==> config.mk <==
export PLATFORM = sky130hd
export DESIGN_NAME = i2c_codec_responder_flat
export DESIGN_NICKNAME = d
export VERILOG_FILES = /design/src/rtl/i2c_codec_responder_if.sv /design/src/rtl/i2c_codec_responder.sv /design/src/flat_wrapper.sv
export SDC_FILE = /design/constraint.sdc
export NUM_CORES = 1
export LEC_CHECK = 0
export CAP_MARGIN = 5
export CORE_ASPECT_RATIO = 1.4
export CORE_UTILIZATION = 60
export DETAILED_ROUTE_END_ITERATION = 16
export PLACE_DENSITY = 0.85
export SYNTH_ARGS = -nofsm -noshare
export SYNTH_HDL_FRONTEND = slang
export SYNTH_SLANG_ARGS = --single-unit
==> constraint.sdc <==
create_clock -name clk -period 3.5 [get_ports clk]
set_clock_uncertainty 0.2 [all_clocks]
set_input_delay 0.7 -clock clk [delete_from_list [all_inputs] [get_ports clk]]
set_output_delay 0.7 -clock clk [all_outputs]
set_load 0.02 [all_outputs]
==> src/rtl/i2c_codec_responder_if.sv <==
// I2C line bundle between a bus master (or bench) and the codec responder.
interface i2c_codec_responder_if;
   logic scl_in;
   logic sda_in;
   logic sda_oe;

   modport master (output scl_in, output sda_in, input sda_oe);
   modport slave  (input scl_in, input sda_in, output sda_oe);
endinterface

==> src/rtl/i2c_codec_responder.sv <==
// I2C write-only codec control-port stand-in with a 9-bit register file.
// Optional read-back of the last committed register: define I2C_RESP_READ_EN.
module i2c_codec_responder #(
   parameter logic [6:0]  DEV_ADDR    = 7'h1A,
   parameter int unsigned NUM_REGS    = 16,
   parameter int unsigned SYNC_STAGES = 2
) (
   input  logic                  clk,
   input  logic                  rst,
   i2c_codec_responder_if.slave  bus,
   output logic                  wr_strobe,
   output logic [6:0]            wr_addr,
   output logic [8:0]            wr_data,
   input  logic [3:0]            rd_addr,
   output logic [8:0]            rd_data,
   output logic                  busy,
   output logic                  err
);
   localparam int unsigned AW = (NUM_REGS > 1) ? $clog2(NUM_REGS) : 1;

   typedef enum logic [3:0] {
      S_IDLE, S_DEV_ADDR, S_DEV_ACK, S_BYTE1, S_ACK1, S_BYTE2, S_ACK2, S_WAIT_STOP
`ifdef I2C_RESP_READ_EN
      , S_RD_BYTE, S_RD_ACK
`endif
   } state_t;

   state_t state_q, state_d;

   logic [SYNC_STAGES-1:0] scl_sync, sda_sync;
   logic       scl_s, sda_s, scl_d, sda_d;
   logic       scl_rise, scl_fall, start, stop;
   logic [3:0] bit_cnt;
   logic [7:0] shreg, byte1;
   logic [8:0] regs [NUM_REGS];
   logic       addr_ok, in_xfer, commit, sda_oe_d, err_d, busy_d;
   logic [6:0] commit_addr;
   logic [8:0] commit_data;

   always_ff @(posedge clk or negedge rst) begin
      if (!rst) begin
         scl_sync <= '1;
         sda_sync <= '1;
         scl_d    <= 1'b1;
         sda_d    <= 1'b1;
      end else begin
         scl_sync <= {scl_sync[SYNC_STAGES-2:0], bus.scl_in};
         sda_sync <= {sda_sync[SYNC_STAGES-2:0], bus.sda_in};
         scl_d    <= scl_s;
         sda_d    <= sda_s;
      end
   end

   assign scl_s    = scl_sync[SYNC_STAGES-1];
   assign sda_s    = sda_sync[SYNC_STAGES-1];
   assign scl_rise = scl_s & ~scl_d;
   assign scl_fall = ~scl_s & scl_d;
   assign start    = scl_s & scl_d & sda_d & ~sda_s;
   assign stop     = scl_s & scl_d & ~sda_d & sda_s;
   assign in_xfer  = state_q inside {S_DEV_ADDR, S_DEV_ACK, S_BYTE1, S_ACK1, S_BYTE2, S_ACK2};

   assign commit_addr = byte1[7:1];
   assign commit_data = {byte1[0], shreg};

`ifdef I2C_RESP_READ_EN
   logic [7:0] tx, tx_d;
   logic       mack, rd_second;
   logic [8:0] cur_reg;
   assign addr_ok = (shreg[7:1] == DEV_ADDR);
   assign cur_reg = (32'(wr_addr) < NUM_REGS) ? regs[AW'(wr_addr)] : '0;
`else
   assign addr_ok = (shreg == {DEV_ADDR, 1'b0});
`endif

   always_ff @(posedge clk or negedge rst) begin
      if (!rst) state_q <= S_IDLE;
      else      state_q <= state_d;
   end

   always_comb begin
      state_d = state_q;
      if (start) begin
         state_d = S_DEV_ADDR;
      end else if (stop) begin
         state_d = S_IDLE;
      end else if (scl_fall) begin
         case (state_q)
            S_DEV_ADDR: if (bit_cnt == 4'd8) state_d = addr_ok ? S_DEV_ACK : S_WAIT_STOP;
`ifdef I2C_RESP_READ_EN
            S_DEV_ACK:  state_d = shreg[0] ? S_RD_BYTE : S_BYTE1;
            S_RD_BYTE:  if (bit_cnt == 4'd8) state_d = S_RD_ACK;
            S_RD_ACK:   state_d = (mack && !rd_second) ? S_RD_BYTE : S_WAIT_STOP;
`else
            S_DEV_ACK:  state_d = S_BYTE1;
`endif
            S_BYTE1:    if (bit_cnt == 4'd8) state_d = S_ACK1;
            S_ACK1:     state_d = S_BYTE2;
            S_BYTE2:    if (bit_cnt == 4'd8) state_d = S_ACK2;
            S_ACK2:     state_d = S_WAIT_STOP;
            default:    state_d = state_q;
         endcase
      end
   end

   // Output decode yields next-cycle register values; sda_oe only moves on SCL falls.
   always_comb begin
      sda_oe_d = bus.sda_oe;
      commit   = 1'b0;
      err_d    = 1'b0;
      busy_d   = busy;
`ifdef I2C_RESP_READ_EN
      tx_d = {tx[6:0], 1'b0};
      if (state_q == S_DEV_ACK)     tx_d = {wr_addr, cur_reg[8]};
      else if (state_q == S_RD_ACK) tx_d = cur_reg[7:0];
`endif
      if (start || stop) begin
         sda_oe_d = 1'b0;
         busy_d   = start;
         err_d    = in_xfer;
      end else if (scl_fall) begin
         commit = (state_q == S_ACK2);
         case (state_d)
            S_DEV_ACK, S_ACK1, S_ACK2: sda_oe_d = (state_d != state_q);
`ifdef I2C_RESP_READ_EN
            S_RD_BYTE: sda_oe_d = ~tx_d[7];
`endif
            default:   sda_oe_d = 1'b0;
         endcase
      end
   end

   always_ff @(posedge clk or negedge rst) begin
      if (!rst) begin
         bus.sda_oe <= 1'b0;
         wr_strobe  <= 1'b0;
         wr_addr    <= '0;
         wr_data    <= '0;
         busy       <= 1'b0;
         err        <= 1'b0;
         bit_cnt    <= '0;
         shreg      <= '0;
         byte1      <= '0;
         regs       <= '{default: '0};
`ifdef I2C_RESP_READ_EN
         tx         <= '0;
         mack       <= 1'b0;
         rd_second  <= 1'b0;
`endif
      end else begin
         bus.sda_oe <= sda_oe_d;
         err        <= err_d;
         busy       <= busy_d;
         wr_strobe  <= commit;
         if (start || stop) begin
            bit_cnt <= '0;
         end else if (scl_rise && bit_cnt < 4'd8 &&
                      state_q inside {S_DEV_ADDR, S_BYTE1, S_BYTE2
`ifdef I2C_RESP_READ_EN
                                      , S_RD_BYTE
`endif
                                      }) begin
            shreg   <= {shreg[6:0], sda_s};
            bit_cnt <= bit_cnt + 4'd1;
         end else if (scl_fall && state_d != state_q) begin
            bit_cnt <= '0;
         end
         if (scl_fall && state_q == S_BYTE1 && state_d == S_ACK1) byte1 <= shreg;
         if (commit) begin
            wr_addr <= commit_addr;
            wr_data <= commit_data;
            if (commit_addr == 7'h0F)
               regs <= '{default: '0};
            else if (32'(commit_addr) < NUM_REGS)
               regs[AW'(commit_addr)] <= commit_data;
         end
`ifdef I2C_RESP_READ_EN
         if (start) rd_second <= 1'b0;
         if (scl_rise && state_q == S_RD_ACK) mack <= ~sda_s;
         if (scl_fall && state_q == S_RD_ACK) rd_second <= 1'b1;
         if (scl_fall && state_d == S_RD_BYTE) tx <= tx_d;
`endif
      end
   end

   assign rd_data = (32'(rd_addr) < NUM_REGS) ? regs[AW'(rd_addr)] : '0;
endmodule

==> src/flat_wrapper.sv <==
// flat-port wrapper written by rule: the top's interface ports become plain ports
module i2c_codec_responder_flat 
#(
   parameter logic [6:0]  DEV_ADDR    = 7'h1A,
   parameter int unsigned NUM_REGS    = 16,
   parameter int unsigned SYNC_STAGES = 2
)
  (clk, rst, wr_strobe, wr_addr, wr_data, rd_addr, rd_data, busy, err, bus_scl_in, bus_sda_in, bus_sda_oe);
  i2c_codec_responder_if bus_i ();
  input  logic clk;
  input  logic rst;
  output logic wr_strobe;
  output logic [6:0] wr_addr;
  output logic [8:0] wr_data;
  input  logic [3:0] rd_addr;
  output logic [8:0] rd_data;
  output logic busy;
  output logic err;
  input wire logic [$bits(bus_i.scl_in)-1:0] bus_scl_in;
  input wire logic [$bits(bus_i.sda_in)-1:0] bus_sda_in;
  output wire logic [$bits(bus_i.sda_oe)-1:0] bus_sda_oe;
  assign bus_i.scl_in = bus_scl_in;
  assign bus_i.sda_in = bus_sda_in;
  assign bus_sda_oe = bus_i.sda_oe;
  i2c_codec_responder #(.DEV_ADDR(DEV_ADDR), .NUM_REGS(NUM_REGS), .SYNC_STAGES(SYNC_STAGES)) u_core (.clk(clk), .rst(rst), .bus(bus_i), .wr_strobe(wr_strobe), .wr_addr(wr_addr), .wr_data(wr_data), .rd_addr(rd_addr), .rd_data(rd_data), .busy(busy), .err(err));
endmodule
# After elaboration in Yosys (flattened, before gate mapping)
# Index checks and enable logic that the tools add are counted.
[totals]
word_cells = 103
reg_bits = 194
input_bits = 8
output_inout_bits = 29
[classes]
bitwise_logic = 14
magnitude_cmp = 5
reduce_logical = 15
n_mux = 25
eq_ne = 13
n_addsub = 1
[ops]
columns = ["cell", "n"]
rows = [
  ["144-bit 2-to-1 mux", 2],
  ["144-bit bitwise mux", 1],
  ["9-bit binary-select mux with 4-bit select", 1],
  ["9-bit demux with 4-bit select", 1],
  ["4-bit 2-to-1 mux", 9],
  ["9-bit 2-to-1 mux", 3],
  ["4-bit case mux with 6 select lines", 1],
  ["4-bit by 3-bit equality test with 1-bit output (second input constant)", 5],
  ["4-bit by 2-bit equality test with 1-bit output (second input constant)", 3],
  ["5-bit greater-or-equal comparator (second input constant)", 2],
  ["4-bit NOT with 5-bit output", 2],
  ["8-bit by 6-bit equality test with 1-bit output (second input constant)", 1],
  ["1-bit AND", 7],
  ["7-bit by 4-bit equality test with 1-bit output (second input constant)", 1],
  ["7-bit by 5-bit < comparator with 1-bit output (second input constant)", 1],
  ["1-bit logical AND", 6],
  ["1-bit 2-to-1 mux", 6],
  ["3-bit nonzero test", 2],
  ["6-bit nonzero test", 1],
  ["5-bit by 1-bit < comparator with 1-bit output (second input constant)", 1],
  ["1-bit NOT", 5],
  ["4-bit by 1-bit adder with 4-bit output (second input constant)", 1],
  ["4-bit by 1-bit equality test with 1-bit output (second input constant)", 1],
  ["4-bit equality test (second input constant)", 1],
  ["7 further kinds", 9],
]

# Depth between registers and ports, before layout
# Gate-level depths: netlist of the first run.
[logic_depth]
word_depth = 12
mapped_depth = 8
ltp_nobuf = 7

# Least setup slack after synthesis of the first run
# Ideal clock, no wire load.
[synth_path]
kind = "input port to output port"
from = "input rd_addr[0]"
to = "output rd_data[0]"
stages = 4
n_path_buf = 2
path_slack_ns = 0.087
required_time_ns = 2.600
t_arrival_ns = 2.513
cell_sequence = "clkbuf_1 -> buf_2 -> mux4_2 -> mux4_2"
[synth_via]
elab_chain_len = 4
[synth_lines]
columns = ["item", "line", "text"]
rows = [
  ["start, declared", "flat_wrapper.sv:15", "input logic [3:0] rd_addr;"],
  ["4-bit NOT with 5-bit output (implied by the code)", "i2c_codec_responder.sv:185", "assign rd_data = (32'(rd_addr) < NUM_REGS) ? regs[AW'(rd_addr)] : '0;"],
  ["9-bit binary-select mux with 4-bit select", "i2c_codec_responder.sv:185", ""],
  ["9-bit 2-to-1 mux (implied by the code) (2 in series)", "i2c_codec_responder.sv:185", ""],
  ["end, declared", "flat_wrapper.sv:16", "output logic [8:0] rd_data;"],
]
# Every way passes these cells. The select of a mux whose other input is x is not followed.

# Final worst setup path of the first run
[layout_path]
from = "input rd_addr[0]"
to = "output rd_data[2]"
# The elaborated chain is that of the path after synthesis.

==> results of run 1 <==
-- layout make-up --
type	count	area [µm²]	share of cell area, %
well taps	185	231	2.35
flip-flops and latches	194	4860	49.3
repair buffers	62	639	6.49
clock inverters	9	83.8	0.850
multi-input cells	394	3540	35.9
inverters	13	48.8	0.495
clock buffers	21	450	4.57
-- cell usage in the layout (no fill, tap or decap), types with 4 or more instances in the layout --
cell type	count
a22o_1	101
inv_1	13
nor4_1	4
nand4_1	4
nor3_4	8
dlygate4sd2_1	8
nor2_1	19
nor2b_1	11
dfstp_2	6
mux4_2	45
buf_12	6
a21oi_1	6
dfrtp_1	188
buf_4	19
mux2_2	18
o21ai_0	30
clkdlybuf4s50_1	24
nand2_1	56
o41ai_1	9
clkbuf_16	18
o31ai_1	27
nand3_1	9
clkinv_2	4
-- kinds of logic (layout without fill, tap and decap cells) --
group	Yosys count	in the layout	share of synthesized area, %
simple gates	141	141	9.63
compound gates	182	182	16.3
buf+inv	63	105	3.03
fa+ha+maj	2	2	0.289
mux	64	64	14.1
xor+xnor	5	5	0.505
flops	194	194	56.1
-- state kept, by name (all words and copies together), names as in the netlist, 4 cells and up --
name / flops
u_core.regs: 144
u_core.wr_data: 9
u_core.byte1: 8
u_core.shreg: 8
u_core.wr_addr: 7
u_core.bit_cnt: 4
u_core.state_q: 4
-- metrics by stage --
| step | instances | total power (µW) | setup TNS (ns) |
|---|---|---|---|
| after floorplan | 651 | 2610 | 0 |
| final | 878 | 4650 | 0 |
| after CTS | 877 | 4650 | 0 |
| after detailed placement | 847 | 2860 | -1.84 |
| after global placement | 847 | 2850 | -1.58 |
| after global routing | 878 | 4790 | 0 |
-- power by group --
group / total [µW] / internal [µW] / switching, µW
logic: 483 / 128 / 355
clock network: 1810 / 991 / 818
registers: 2360 / 2290 / 68.8
-- how the worst min path moves through the flow --
stage                               to  slack [ns]  cells past startpoint
global placement    u_core.sda_sync[1]        0.15                      0
CTS                   u_core.regs[140]        0.16                      1
detailed placement  u_core.scl_sync[1]        0.15                      0
floorplan           u_core.scl_sync[1]        0.15                      0
finish                u_core.regs[140]        0.11                      1
global route        u_core.sda_sync[1]        0.16                      0
-- per-layer routing --
layer,part of all wire (%),up-vias
li1,-,2548
met1,33,3158
met2,48,451
met3,9.1,143
met4,9.5,0
met5,0,-
-- timing repair --
item | CTS | global route
hold endpoints to repair | 0 | 0
hold buffers | 0 | 0
cloned | 0 | 1
setup buffers | 0 | 0
gates resized for setup | 10 | 1
setup endpoints to repair | 9 | 9
-- worst max-delay path, stage by stage --
cell and delay (ns):
buf_2 0.17, buf_12 0.19, mux4_2 0.52, mux4_2 0.50
dlygate4sd2_1 0.34
==> flow_summary.json, run 1 <==
{
  "grt_pass1_wl_um": 38900,
  "rr_endpoint": "u_core.regs[120]",
  "grt_antenna_before_repair": 0,
  "gp_congestion": 0.997,
  "synth_area_leaders": "dfrtp_1 54%, mux4_2 12%, a22o_1 10%",
  "worst_hold_path_type": "primary input to asynchronous set/reset pin",
  "synth_top_area_share_pct": 54.3,
  "overflow": 0,
  "dpl_cell_area_mm2": 0.00931,
  "ir_worst_vdd_uv": 331,
  "power_density_mw_per_mm2": 472,
  "final_layout_size_suffix_gt1_share_pct": 20.9,
  "wl_per_cell_um": 28.7,
  "ioPinCount": 37,
  "fin_util_pct": 70.5,
  "end_kind": "output port",
  "crit_type": "primary input to output port",
  "status": "completed",
  "clk-insertion-delay-late_ns": 0.43,
  "via_count": 6300,
  "synthTopCellsByCount": "188 x dfrtp_1, 101 x a22o_1, 56 x nand2_1",
  "nets": 692,
  "drt_iter0_drc": 656,
  "numCtsBuffers": 17,
  "finalMaxSlewViolations": 0,
  "cp_max_fo": 15,
  "drc": 0,
  "syn2layout_area_growth_pct": 13.7,
  "ys_ff_latch": 194,
  "whs_ns": 0.113,
  "gr-usage-met3_pct": 8.74,
  "via_per_inst": 7.18,
  "die_h_um": 144,
  "first_pass_iters": 5,
  "core.rowCount": 51,
  "htreeDepth": 4,
  "track_usage_pct": 36.3,
  "reg2reg_setup_slack_ns": 0.55,
  "critPathLaunch": "rd_addr[0]",
  "setup_ws_ns": 0.174,
  "ys_types": 51,
  "fmax_mhz": 301,
  "crit_end": "rd_data[2]",
  "crit_arrival_ns": 2.43,
  "worst-r2r-cell-count": 6,
  "relSlewSlack_pct": 40.9,
  "dp_slack_ns": -0.228,
  "grt_pass1_vias": 6408,
  "synthCells": 651,
  "busiest_layer": "met2",
  "postLayoutCellArea_mm2": 0.00986,
  "maxCapViolCount": 0,
  "synth_edf_count": 0,
  "clk_pin_slew_worst_paths_ns": 0.06,
  "cts.sinks": 194,
  "syn-num-nets": 661,
  "grtUsageMet1_pct": 41.7,
  "grt_util_met2_pct": 57.2,
  "syn_avg_cell_area_um2": 13.3,
  "synthArstFlopShare_pct": 100,
  "required_ns": 2.60,
  "root_buffer": "clkbuf_16",
  "final-hold-violation-count": 0,
  "grt_setup_unrepaired": "false",
  "ys.warnings.count": 0,
  "synth_seq_area_share_pct": 56.1,
  "port_buffers": 36,
  "diodes": 0,
  "setup_violations": 0,
  "clock_path_buffers": 2,
  "antenna_left": 0,
  "wl_um": 25200,
  "syn_area_mm2": 0.00867,
  "yosys.area.top_type": "dfrtp_1",
  "fin_crit_sh_pct": 95.0,
  "synth.most_common_cell": "dfrtp_1",
  "p_leak_uw": 0.00439,
  "worstReg2RegStart": "u_core.scl_d",
  "core_mm2": 0.0140,
  "cts_tree": "yes",
  "grt_max_degree": 95,
  "start_util_pct": 62.0,
  "num-fill-cells": 867,
  "timing_worst_slew_pin_value_ns": 0.880,
  "die_area_mm2": 0.0149,
  "die_w_um": 104,
  "layout_min_cycle_time_ns": 3.33,
  "crit_path_start_kind": "primary input",
  "post-dp-hpwl_um": 17100,
  "synth_ff_type": "dfrtp_1"
}
Power figures use the tool's default switching activity.
==> inputs of run 2 (changes only) <==
Settings changed: PLACE_DENSITY 0.85 to 0.79.
==> run 2 against run 1 <==
Utilization increased by 0.41 points. Clock power increased by 14%. First-iteration DRC count down 9.9%. Setup slack lost 0.065 ns. Critical path depth stayed put. Non-clock buffer count is 1 lower. Via count is 0.65% lower. Worst hold slack lost 0.012 ns. Fmax is 1.9% lower. Sequential share of layout area is 0.29 points lower. Register-to-register slack worse by 0.04 ns. Flip-flop and latch count stayed put. Largest cell class unchanged.
==> flow_summary.json, run 2 (synthesis gave the netlist of run 1 again) <==
{
  "clk_pin_slew_worst_paths_ns": 0.07,
  "top_register": "u_core.regs",
  "tns_ns": 0,
  "overflow": 0,
  "drc": 0,
  "fmax_mhz": 295,
  "ioPinCount": 37,
  "layout_commonest_cell": "dfrtp_1",
  "diodes": 0,
  "core.rowCount": 51,
  "cpPeakStageDelay_ns": 0.51,
  "grt_pass1_vias": 6378,
  "syn2layout_area_growth_pct": 14.4,
  "cts_tree": "yes",
  "seq_power_share_pct": 48.4,
  "required_ns": 2.60,
  "cp_top_family": "buffers and inverters",
  "p_sw_uw": 1310,
  "relSlewSlack_pct": 41.7,
  "post-dp-hpwl_um": 17500,
  "die_w_um": 104,
  "via_count": 6259,
  "via_per_inst": 7.12,
  "fin_crit_sh_pct": 96.9,
  "numCtsBuffers": 17,
  "htreeDepth": 4,
  "grt_pass1_wl_um": 38200,
  "path_buf_inv": 3,
  "root_buffer": "clkbuf_16",
  "cts.sinks": 194,
  "start_util_pct": 62.0,
  "whs_ns": 0.101,
  "worst_hold_path_type": "primary input to asynchronous set/reset pin",
  "cp_max_fo": 18,
  "core_mm2": 0.0140,
  "finalMaxSlewViolations": 0,
  "postLayoutCellArea_mm2": 0.00992,
  "p_leak_uw": 0.00442,
  "gp_congestion": 0.983,
  "crit_path_start_kind": "primary input",
  "grt_max_degree": 94,
  "final_layout_size_suffix_gt1_share_pct": 21.3,
  "largest_reg_flops": 144,
  "postCtsSetupRepairBufs": 0,
  "dpl_cell_area_mm2": 0.00927,
  "antenna_left": 0,
  "die_area_mm2": 0.0149,
  "first_pass_iters": 5,
  "end_kind": "output port",
  "crit_type": "primary input to output port",
  "cts_hold_buf": 0,
  "power_frac_clock_pct": 42.1,
  "maxCapViolCount": 0,
  "clk-insertion-delay-late_ns": 0.45,
  "final-hold-violation-count": 0,
  "setup_violations": 0,
  "status": "completed",
  "final_cell_mix": "188 x dfrtp_1, 101 x a22o_1, 56 x nand2_1",
  "grt_antenna_before_repair": 0,
  "drt_iter0_drc": 591,
  "crit_chain": "dlygate4sd2_1, bufbuf_16, mux4_2, mux4_2, dlygate4sd2_1",
  "wl_per_cell_um": 28.1,
  "fin_util_pct": 71.0,
  "die_h_um": 144,
  "grt_setup_unrepaired": "false",
  "crit_arrival_ns": 2.49,
  "clock_path_buffers": 2,
  "largestRegisters": "u_core.regs x144, u_core.wr_data x9",
  "p_int_uw": 3580,
  "switching_share_pct": 26.8,
  "track_usage_pct": 35.9,
  "wl_um": 24700,
  "layout_min_cycle_time_ns": 3.39,
  "port_buffers": 36,
  "nets": 691,
  "power_frac_comb_pct": 9.5,
  "power_density_mw_per_mm2": 493,
  "timing_worst_slew_pin_value_ns": 0.874,
  "slowest_stage": "mux4_2",
  "ir_worst_vdd_uv": 399
}
==> run 2: changes by cell type in the layout (fill, tap and decap cells not counted), moves of 2 or more <==
cell / delta
clkinv_2: -3
buf_12: -2
bufinv_16: +2
clkinv_4: +2
inv_6: +2
==> run 2: power by group through the flow <==
stage | Sequential (µW) | Combinational (µW) | Clock [µW]
5_1_grt | 2360 | 492 | 2150
3_5_place_dp | 2400 | 448 | 0
4_1_cts | 2360 | 457 | 2060
3_3_place_gp | 2400 | 437 | 0
2_1_floorplan | 2380 | 225 | 0
6_report | 2360 | 465 | 2060
==> run 2: final cells by class <==
class,instances,area (µm²)
sequential,194,4860
fill,915,4060
multi-input combinational,394,3540
timing repair buffer,61,612
clock buffer,20,447
tap,185,231
clock inverter,12,173
inverter,13,48.8
==> run 2: metal layers <==
layer / share of wire, % / vias to the layer above / routed length (µm) / global-route usage (%)
li1: - / 2548 / - / -
met5: 0 / - / 0 / 0
met3: 7.8 / 106 / 1940 / 7.03
met1: 34 / 3223 / 8360 / 42.5
met4: 8.3 / 0 / 2040 / 28.4
met2: 50 / 382 / 12400 / 58.6
==> run 2: worst register-to-register path, stage by stage (launching register included) <==
cell	delay, ns
dfstp_2	0.57
or3b_1	0.55
nor4_1	0.45
buf_4	0.26
o2111ai_1	0.43
a22o_1	0.41
==> run 2: repair_timing <==
item | CTS | global route
gates resized for setup | 12 | 0
endpoints found under the hold margin | 0 | 0
setup endpoints to repair | 9 | 0
==> run 2: final timing paths <==
path,from,end,slack (ns),cells past startpoint
worst max-delay path,rd_addr[1],rd_data[0],0.11,5
worst max register to register,u_core.scl_d,u_core.regs[47],0.51,5
worst min-delay path,rst,u_core.regs[131],0.10,1
min in group clk,u_core.sda_sync[0],u_core.sda_sync[1],0.16,0
max in group asynchronous,rst,u_core.scl_d,2.10,2
worst min register to register,u_core.sda_sync[0],u_core.sda_sync[1],0.16,0
==> run 2: metrics by stage <==
step / std cells / total power, µW / worst slack, ns
after floorplan: 651 / 2610 / 0.0866
after global placement: 846 / 2840 / -0.188
after detailed placement: 846 / 2850 / -0.233
after CTS: 879 / 4880 / 0.138
after global routing: 879 / 5000 / 0.0806
final: 879 / 4880 / 0.109
